===== src/rtl/tft_pattern_stream_pkg.sv =====
// tft_pkg: RGB565 colours, pattern/state types and palette helpers for tft_pattern_stream
// Contents: C_* colour constants, pattern_e (sw[3:2] modes), state_e (IDLE/RUN),
//           solid_colour() for sw[1:0] solid fills, bar_colour() for the 8-bar palette.
package tft_pkg;
  localparam logic [15:0] C_BLACK  = 16'h0000;
  localparam logic [15:0] C_RED    = 16'hF800;
  localparam logic [15:0] C_YELLOW = 16'hFFE0;
  localparam logic [15:0] C_GREEN  = 16'h07E0;
  localparam logic [15:0] C_CYAN   = 16'h07FF;
  localparam logic [15:0] C_BLUE   = 16'h001F;
  localparam logic [15:0] C_MAG    = 16'hF81F;
  localparam logic [15:0] C_WHITE  = 16'hFFFF;
  typedef enum logic [1:0] {
    PAT_SOLID = 2'b00,
    PAT_BARS  = 2'b01,
    PAT_CHECK = 2'b10,
    PAT_GRAD  = 2'b11
  } pattern_e;
  localparam logic S_IDLE = 1'b0;
  localparam logic S_RUN  = 1'b1;
  typedef enum logic {
    IDLE = S_IDLE,
    RUN  = S_RUN
  } state_e;
  function automatic logic [15:0] solid_colour(input logic [1:0] i);
    return i == 2'd0 ? C_BLACK : i == 2'd1 ? C_RED : i == 2'd2 ? C_GREEN : C_BLUE;
  endfunction
  function automatic logic [15:0] bar_colour(input logic [2:0] i);
    return i == 3'd0 ? C_RED    :
           i == 3'd1 ? C_YELLOW :
           i == 3'd2 ? C_GREEN  :
           i == 3'd3 ? C_CYAN   :
           i == 3'd4 ? C_BLUE   :
           i == 3'd5 ? C_MAG    :
           i == 3'd6 ? C_WHITE  : C_BLACK;
  endfunction
endpackage


===== src/rtl/tft_pattern_stream_px.sv =====
// tft_pattern_px: combinational (mode, sub, x, y, offset) -> RGB565 pixel
// Ports: i_mode pattern (sw[3:2]), i_sub sub-mode (sw[1:0]), i_x/i_y raster position,
//        i_off colour-bar scroll offset, o_rgb RGB565 result.
// Build option: TFT_PATTERN_BORDER_EN forces the outermost ring of pixels to white.
module tft_pattern_px
  import tft_pkg::*;
#(
  parameter int W = 128,
  parameter int H = 160,
  localparam int XW = $clog2(W),
  localparam int YW = $clog2(H)
) (
  input  pattern_e        i_mode,
  input  logic [1:0]      i_sub,
  input  logic [XW-1:0]   i_x,
  input  logic [YW-1:0]   i_y,
  input  logic [XW-1:0]   i_off,
  output logic [15:0]     o_rgb
);
  localparam logic [XW:0] WV = (XW+1)'(W);
  localparam logic [XW:0] BV = (XW+1)'(W / 8);
  logic [XW:0]   w_sum, w_pos;
  logic [2:0]    w_bar, w_s;
  logic          w_chk;
  logic [XW-1:0] w_xy;
  logic [5:0]    w_g;
  logic [15:0]   w_grad, w_pat;
  assign w_sum  = {1'b0, i_x} + {1'b0, i_off};
  assign w_pos  = w_sum >= WV ? w_sum - WV : w_sum;
  assign w_bar  = 3'(w_pos / BV);
  assign w_s    = {1'b0, i_sub} + 3'd2;
  assign w_chk  = 1'((16'(i_x) ^ 16'(i_y)) >> w_s);
  assign w_xy   = i_x ^ XW'(i_y);
  // top six bits of y, zero-padded below when the frame is shorter than 64 lines
  assign w_g    = 6'({i_y, 6'b0} >> YW);
  assign w_grad = {i_x[XW-1 -: 5], w_g, w_xy[XW-1 -: 5]};
  always_comb begin
    w_pat = i_mode == PAT_SOLID ? solid_colour(i_sub) :
            i_mode == PAT_BARS  ? bar_colour(w_bar)   :
            i_mode == PAT_CHECK ? (w_chk ? C_WHITE : C_BLACK) : w_grad;
  end
`ifdef TFT_PATTERN_BORDER_EN
  assign o_rgb = (i_x == '0 || i_x == XW'(W - 1) || i_y == '0 || i_y == YW'(H - 1)) ? C_WHITE : w_pat;
`else
  assign o_rgb = w_pat;
`endif
endmodule


===== src/rtl/tft_pattern_stream.sv =====
// tft_pattern_stream: scans a WxH frame and streams RGB565 test-pattern pixels over valid/ready
// Ports: clk, rst_n (async active-low); start frame request (IDLE only); sw mode, latched at start;
//        px_data/px_valid/px_ready pixel stream with px_sof at (0,0) and px_eof at (W-1,H-1);
//        busy high while a frame runs; frame_cnt completed frames (wraps).
// Build option: TFT_PATTERN_BORDER_EN (white border overlay, see tft_pattern_px).
module tft_pattern_stream
  import tft_pkg::*;
#(
  parameter int W = 128,
  parameter int H = 160,
  parameter int SCROLL_STEP = 1
) (
  input  logic        clk,
  input  logic        rst_n,
  input  logic        start,
  input  logic [3:0]  sw,
  output logic [15:0] px_data,
  output logic        px_valid,
  input  logic        px_ready,
  output logic        px_sof,
  output logic        px_eof,
  output logic        busy,
  output logic [15:0] frame_cnt
);
  localparam int XW = $clog2(W);
  localparam int YW = $clog2(H);
  localparam logic [XW-1:0] XMAX = XW'(W - 1);
  localparam logic [YW-1:0] YMAX = YW'(H - 1);
  localparam logic [XW:0]   WV   = (XW+1)'(W);
  localparam logic [XW:0]   STEP = (XW+1)'(SCROLL_STEP);
  state_e        r_state;
  logic [XW-1:0] r_x, r_off;
  logic [YW-1:0] r_y;
  logic [3:0]    r_mode;
  logic [15:0]   r_data, r_cnt;
  logic          r_valid, r_sof, r_eof;
  logic          w_idle, w_hs, w_last_x, w_last;
  logic [XW-1:0] w_nx, w_px_x, w_off_next;
  logic [YW-1:0] w_ny, w_px_y;
  logic [XW:0]   w_off_sum;
  logic [3:0]    w_mode;
  logic [15:0]   w_rgb;
  assign w_idle     = r_state == IDLE;
  assign w_hs       = r_valid && px_ready;
  assign w_last_x   = r_x == XMAX;
  assign w_last     = w_last_x && r_y == YMAX;
  assign w_nx       = w_last_x ? '0 : r_x + 1'b1;
  assign w_ny       = w_last_x ? r_y + 1'b1 : r_y;
  // the pattern generator always evaluates the pixel the output register loads next
  assign w_px_x     = w_idle ? '0 : w_nx;
  assign w_px_y     = w_idle ? '0 : w_ny;
  assign w_mode     = w_idle ? sw : r_mode;
  assign w_off_sum  = {1'b0, r_off} + STEP;
  assign w_off_next = XW'(w_off_sum >= WV ? w_off_sum - WV : w_off_sum);
  tft_pattern_px #(.W(W), .H(H)) u_px (
    .i_mode (pattern_e'(w_mode[3:2])),
    .i_sub  (w_mode[1:0]),
    .i_x    (w_px_x),
    .i_y    (w_px_y),
    .i_off  (r_off),
    .o_rgb  (w_rgb)
  );
  always_ff @(posedge clk or negedge rst_n) begin
    if (!rst_n) begin
      r_state <= IDLE;
      r_x     <= '0;
      r_y     <= '0;
      r_off   <= '0;
      r_mode  <= '0;
      r_data  <= '0;
      r_cnt   <= '0;
      r_valid <= 1'b0;
      r_sof   <= 1'b0;
      r_eof   <= 1'b0;
    end else if (w_idle) begin
      if (start) begin
        r_state <= RUN;
        r_mode  <= sw;
        r_x     <= '0;
        r_y     <= '0;
        r_data  <= w_rgb;
        r_valid <= 1'b1;
        r_sof   <= 1'b1;
        r_eof   <= 1'b0;
      end
    end else if (w_hs) begin
      if (w_last) begin
        r_state <= IDLE;
        r_x     <= '0;
        r_y     <= '0;
        r_valid <= 1'b0;
        r_sof   <= 1'b0;
        r_eof   <= 1'b0;
        r_cnt   <= r_cnt + 16'd1;
        r_off   <= w_off_next;
      end else begin
        r_x     <= w_nx;
        r_y     <= w_ny;
        r_data  <= w_rgb;
        r_sof   <= 1'b0;
        r_eof   <= w_nx == XMAX && w_ny == YMAX;
      end
    end
  end
  assign px_data   = r_data;
  assign px_valid  = r_valid;
  assign px_sof    = r_sof;
  assign px_eof    = r_eof;
  assign busy      = r_state == RUN;
  assign frame_cnt = r_cnt;
endmodule

===== config.mk =====
export PLATFORM = sky130hd
export DESIGN_NAME = tft_pattern_stream
export DESIGN_NICKNAME = d
export VERILOG_FILES = /design/src/rtl/tft_pattern_stream_pkg.sv /design/src/rtl/tft_pattern_stream_px.sv /design/src/rtl/tft_pattern_stream.sv
export SDC_FILE = /design/constraint.sdc
export NUM_CORES = 1
export LEC_CHECK = 0
export CAP_MARGIN = 20
export CORE_ASPECT_RATIO = 0.6
export CORE_UTILIZATION = 57
export DETAILED_ROUTE_END_ITERATION = 12
export PLACE_DENSITY = 0.81
export SYNTH_ARGS = -nofsm -noshare
export SYNTH_HDL_FRONTEND = slang
export SYNTH_SLANG_ARGS = --single-unit

===== constraint.sdc =====
create_clock -name clk -period 4.26 [get_ports clk]
set_input_delay 0.852 -clock clk [delete_from_list [all_inputs] [get_ports clk]]
set_output_delay 0.852 -clock clk [all_outputs]
set_load 0.01 [all_outputs]

# [Yosys cells after proc, flatten, opt, wreduce, memory -nomap -nowiden]
# Index checks and enable logic that the tools add are counted.
[word_totals] register_bits=62 wordCells=100 in_bits=8
[classes] shifts=1 order_cmp=2 n_eq_ne=17 addsub=8 bitwise=3 n_mux=47 n_reduce_logical=12
[ops] op="$mux 16" count=17
[ops] op="$mux 7" count=8
[ops] op="$mux 8" count=6
[ops] op="$add 16x1->16 const B" count=1
[ops] op="$eq 8x8->1 const B" count=2
[ops] op="$ge 8x8->1 const B" count=2
[ops] op="$shr 16x3->1" count=1
[ops] op="$eq 7x7->1 const B" count=2
[ops] op="$mux 1" count=14
[ops] op="$sub 7x1->7 const B" count=2
[ops] op="$mux 11" count=1
[ops] op="$eq 3x3->1 const B" count=3
[ops] op="$reduce_and 3->1" count=3
[ops] op="$add 7x1->8 const B" count=1
[ops] op="$add 7x7->8" count=1
[ops] op="$add 8x1->8 const B" count=1
[ops] op="$xor 7x8->8" count=1
[ops] op="$add 7x1->7 const B" count=1
[ops] op="$xor 7x7->7" count=1
[ops] op="$eq 3x2->1 const B" count=2
[ops] op="$eq 2x1->1 const B" count=2
[ops] op="$eq 2x2->1 const B" count=2
[ops] op="$logic_not 2->1" count=2
[ops] op="$mux 4" count=1
[ops] op="9 further kinds" count=13

# [Logic depth before layout (Yosys ltp)]
[logic_depth] ltp_word=19 ltp_mapped=14

# [Cells and area by module]
# A second synthesis with hierarchy kept.
[unflattened] cells_unflattened=385 area_unflattened_um2=3822.4
[by_module_without_submodules] module="tft_pattern_stream" area_per_inst_um2=3109.2 seq_area_each_um2=1551.5 cells_per_inst=282 instances=1
[by_module_without_submodules] module="tft_pattern_px" area_per_inst_um2=713.2 seq_area_each_um2=0.0 cells_per_inst=103 instances=1

# [Least setup slack after synthesis]
# No wires, ideal clock.
[synth_timing] path_kind="reg-to-reg" startpoint="register r_x[0]" endpoint="register r_data[5] (netlist: px_data[5])" slack_ns=1.116 arrival_ns=2.996 path_stages_with_launch=13 n_path_buf=0 setup_ns=0.149 required_time_ns=4.111 cell_sequence="dfrtp_1 -> ha_1 -> nand3_2 -> nor2_2 -> nor3_1 -> ha_1 -> a2111oi_0 -> nand2b_1 -> o221a_2 -> xor2_1 -> a21oi_1 -> o21ai_1 -> a41oi_1"
[synth_via] elab_chain_len=19 word_cells_on_any_way=37
[synth_lines] item="from (decl)" line="tft_pattern_stream.sv:32" source="logic [XW-1:0] r_x, r_off;"
[synth_lines] item="from (signal assigned)" line="tft_pattern_stream.sv:97" source="r_x <= w_nx;"
[synth_lines] item="$add 7x1->7 / $eq 7x7->1 (equally long branches)" line="tft_pattern_stream.sv:47, tft_pattern_stream.sv:45"
[synth_lines] item="$mux 7" line="tft_pattern_stream.sv:47" source="assign w_nx = w_last_x ? '0 : r_x + 1'b1;"
[synth_lines] item="$mux 7" line="tft_pattern_stream.sv:50" source="assign w_px_x = w_idle ? '0 : w_nx;"
[synth_lines] item="$add 7x7->8" line="tft_pattern_stream_px.sv:28" source="assign w_sum = {1'b0, i_x} + {1'b0, i_off};"
[synth_lines] item="$sub 7x1->7 / $ge 8x8->1 (equally long branches)" line="tft_pattern_stream_px.sv:29" source="assign w_pos = w_sum >= WV ? w_sum - WV : w_sum;"
[synth_lines] item="$mux 7" line="tft_pattern_stream_px.sv:29"
[synth_lines] item="$eq 3x3->1" line="tft_pattern_stream_pkg.sv:35" source="i == 3'd6 ? C_WHITE : C_BLACK;"
[synth_lines] item="$mux 16" line="tft_pattern_stream_pkg.sv:35"
[synth_lines] item="[... 3 more ...]"
[synth_lines] item="$mux 16" line="tft_pattern_stream_pkg.sv:31" source="i == 3'd2 ? C_GREEN :"
[synth_lines] item="$mux 16" line="tft_pattern_stream_pkg.sv:30" source="i == 3'd1 ? C_YELLOW :"
[synth_lines] item="$mux 16" line="tft_pattern_stream_pkg.sv:29" source="return i == 3'd0 ? C_RED :"
[synth_lines] item="$mux 16" line="tft_pattern_stream_px.sv:39" source="i_mode == PAT_BARS ? bar_colour(w_bar) :"
[synth_lines] item="$mux 16" line="tft_pattern_stream_px.sv:38" source="w_pat = i_mode == PAT_SOLID ? solid_colour(i_sub) :"
[synth_lines] item="$mux 16" line="tft_pattern_stream.sv:87" source="if (w_last) begin"
[synth_lines] item="$mux 16" line="tft_pattern_stream.sv:86" source="end else if (w_hs) begin"
[synth_lines] item="$mux 16" line="tft_pattern_stream.sv:75" source="end else if (w_idle) begin"
[synth_lines] item="to (signal assigned)" line="tft_pattern_stream.sv:81" source="r_data <= w_rgb;"
[synth_lines] item="to (signal assigned)" line="tft_pattern_stream.sv:99" source="r_data <= w_rgb;"
[synth_lines] item="to (decl)" line="tft_pattern_stream.sv:35" source="logic [15:0] r_data, r_cnt;"
# Several ways; a longest one is shown, not always the timed one. The select of a mux whose other input is x is not followed.
# A chain may end at the register's enable or synchronous reset.

# [Worst setup path in the final report]
[layout_timing] startpoint="register r_x[0]" endpoint="register r_data[10] (netlist: px_data[10])"
# The elaborated chain is that of the path after synthesis.

==> impl_metrics.env <==
export IMPL_synth_common_cells="dfrtp_1 (62), nand2_1 (55), o21ai_0 (29)"
export IMPL_critPathBufInv=3
export IMPL_clock_latency_ps=360
export IMPL_tightestPinTransition_ps=1010
export IMPL_reg2regPathDepth=15
export IMPL_post_cts_buffers=0
export IMPL_drt_iter0_markers=468
export IMPL_power_frac_clock_pct=34.1
export IMPL_p_int_mw=1.16
export IMPL_core_um2=6300
export IMPL_outcome="completed"
export IMPL_rows=22
export IMPL_crit_cells=15
export IMPL_syn_nets=435
export IMPL_crit_end="px_data[10]"
export IMPL_fp_dieW_um=108
export IMPL_rsz0062_at_grt="false"
export IMPL_max_cap_viol_count=0
export IMPL_firstDrtPassIters=5
export IMPL_synth_top_cell_area_share_pct=40.5
export IMPL_final_setup_tns_ps=0
export IMPL_setup_viol=0
export IMPL_p_sw_uw=535
export IMPL_hold_viol_final=0
export IMPL_yosysMostFrequentCell="dfrtp_1"
export IMPL_cpMaxStageDelayCell="a2111oi_0"
export IMPL_cts_hold_buf=0
export IMPL_ir_drop_uv=234
export IMPL_fmax_ghz=0.258
export IMPL_synth_cells=417
export IMPL_path_delay_family="compound AO/OA/AOI/OAI gates"
export IMPL_hold_path_class="reg -> reg"
export IMPL_antenna_diode_count=0
export IMPL_critPathMaxStageDelay_ps=680
export IMPL_dp_hpwl_um=7770
export IMPL_relSlewSlack_pct=32.0
export IMPL_synth_area_um2=3830
export IMPL_synth_area_leaders="dfrtp_1 (41%), nand2_1 (5.4%), xnor2_1 (5.3%)"
export IMPL_clockBufferDepth=2
export IMPL_combPwrFrac_pct=24.9
export IMPL_drtAntennaViolNets=0
export IMPL_p_seq_share_pct=40.9
export IMPL_gp_congestion=0.944
export IMPL_path_max_fanout=11
export IMPL_period_share_pct=91.0
export IMPL_cp_start_kind="register"
export IMPL_crit_required_ps=4420
export IMPL_die_h_um=65.5
export IMPL_ys_ff_latch=62
export IMPL_nets=477
export IMPL_drive_above_1_share_pct=10.1
export IMPL_timing_rr_start="r_x[0]"
export IMPL_arrival_ps=4040
export IMPL_drc=0
export IMPL_grt_pass1_wl_um=17100
export IMPL_clock_skew_ps=9.82
export IMPL_cts_resized_gates=0
export IMPL_dp_slack_ps=607
export IMPL_crit_type="reg -> reg"
export IMPL_ys_seq_area_share_pct=40.5
export IMPL_grt_util_all_layers_pct=33.0
export IMPL_drv_slew=0
export IMPL_num_vias=3538
export IMPL_start_util_pct=60.7
export IMPL_worstSetupStartpoint="r_x[0]"
export IMPL_grt_max_degree=34
export IMPL_synth_edf_count=0
export IMPL_ys_flop_type="dfrtp_1"
export IMPL_antenna_found_initial=0
export IMPL_p_per_area_nw_per_um2=372
export IMPL_sw_frac_of_total_pct=31.6
export IMPL_wire_per_inst_um=19.4
export IMPL_fin_crit_ps=3870
export IMPL_first_global_vias=3319
export IMPL_power_leakage_nw=1.98
export IMPL_dieArea_um2=7060
export IMPL_async_flop_share_pct=100
export IMPL_clock_sinks=62
export IMPL_synth_largest_area_cell="dfrtp_1"
export IMPL_setup_ws_ps=385
export IMPL_io_buffers=43
export IMPL_worstPathCellList="ha_1 > buf_4 > nand3_1 > xor2_1 > buf_4 > nor2_1 > ha_1 > a2111oi_0 > nand2b_1 > o221a_2 > xor2_1 > a21oi_1 > o21ai_1 > buf_4 > a41oi_1"
export IMPL_avgSynthCellArea_um2=9.18
export IMPL_cts_root_buf="clkbuf_8"
export IMPL_globalRoute_totalOverflow=0
export IMPL_cts_clk_slew_worst_paths_ps=70
export IMPL_cp_common_cell="buf_4"
export IMPL_via_per_inst=6.46
export IMPL_yosys_warnings=0
export IMPL_finalWirelength_um=10600
export IMPL_cts_buffers_inserted=9
export IMPL_ctsHtreeMaxLevel=3
export IMPL_cp_end_kind="register"
export IMPL_yosysUniqueCellTypes=66
export IMPL_r2r_slack_ps=390
export IMPL_area_delta_synth_final_pct=18.6
export IMPL_cts_tree="done"
export IMPL_rr_endpoint="px_data[10]"
export IMPL_io_pin_count=44
per-layer routing:
metal	track usage, %	vias up	routed length [um]	share of wire [%]
li1	-	1602	-	-
met4	13.0	0	200	1.9
met3	12.8	30	1310	12
met2	44.4	214	4350	41
met5	0	-	0	0
met1	47.0	1692	4740	45
power groups by stage:
| stage | clock [mW] | sequential (mW) | combinational, mW |
|---|---|---|---|
| 4_1_cts | 0.587 | 0.689 | 0.411 |
| 3_3_place_gp | 0 | 0.695 | 0.393 |
| 5_1_grt | 0.614 | 0.697 | 0.460 |
| 2_1_floorplan | 0 | 0.695 | 0.252 |
| 6_report | 0.577 | 0.692 | 0.422 |
| 3_5_place_dp | 0 | 0.700 | 0.409 |
logic make-up (layout without fill, tap and decap cells):
group	Yosys count	in the layout	share of synthesized area, %
AND/OR/NAND/NOR	168	168	22.9
AO/OA/AOI/OAI	100	100	18.4
flip-flops	62	62	40.5
XOR/XNOR	41	41	9.39
buffers and inverters	28	75	3.30
adder cells (fa/ha/maj)	10	10	3.27
multiplexers	8	8	2.26
through the flow:
stage | hold WS (ps) | util [%] | instances | cell area (um2) | power (mW)
6_report | 471 | 72.0 | 548 | 4540 | 1.69
5_1_grt | 488 | 72.0 | 548 | 4540 | 1.77
4_1_cts | 478 | 72.0 | 548 | 4540 | 1.69
3_5_place_dp | 468 | 68.6 | 532 | 4320 | 1.11
3_3_place_gp | 462 | 68.6 | 532 | 4320 | 1.09
2_1_floorplan | 469 | - | 417 | 3830 | 0.948
state kept, by name (all words and copies together) (netlist names):
name       flops
r_off          7
px_data       16
r_x            7
px_sof         1
r_mode         4
r_y            8
px_valid       1
frame_cnt     16
busy           1
px_eof         1
worst min path at each step:
stage,end,depth (start not counted),from
3_5_place_dp,frame_cnt[15],1,frame_cnt[15]
4_1_cts,frame_cnt[15],1,frame_cnt[15]
5_1_grt,frame_cnt[15],1,frame_cnt[15]
3_3_place_gp,frame_cnt[15],1,frame_cnt[15]
6_report,frame_cnt[15],1,frame_cnt[15]
2_1_floorplan,r_off[5],1,r_off[5]
cell type report:
cell class | instances | area (um2)
inverters | 7 | 26.3
flip-flops and latches | 62 | 1550
clock buffers | 12 | 145
multi-input cells | 327 | 2150
fillers | 492 | 1760
clock inverters | 4 | 70.1
repair buffers | 52 | 493
well taps | 84 | 105
placed cells by master (no fill, tap or decap), types with 3 or more instances in the layout:
master | synthesis | routed
xnor2_1 | 23 | 23
nand2b_1 | 6 | 6
nand2_1 | 55 | 55
nor2b_1 | 3 | 3
a21oi_1 | 14 | 14
or2_2 | 3 | 3
dfrtp_1 | 62 | 62
o31ai_1 | 4 | 4
a21o_1 | 6 | 6
mux2_2 | 5 | 5
a31oi_1 | 5 | 5
nand4b_1 | 4 | 4
and3_1 | 9 | 9
buf_4 | 2 | 9
nor3_1 | 11 | 11
and2_1 | 4 | 4
xor2_1 | 18 | 18
nand3_1 | 21 | 21
ha_1 | 10 | 10
clkbuf_8 | 0 | 10
clkdlybuf4s50_1 | 0 | 42
a41oi_1 | 8 | 8
nand4_1 | 7 | 7
o21ai_0 | 29 | 29
a32oi_1 | 4 | 4
inv_1 | 6 | 6
nor2_1 | 28 | 28
mux2i_1 | 3 | 3
No activity file was read; power rests on OpenSTA's default activity.
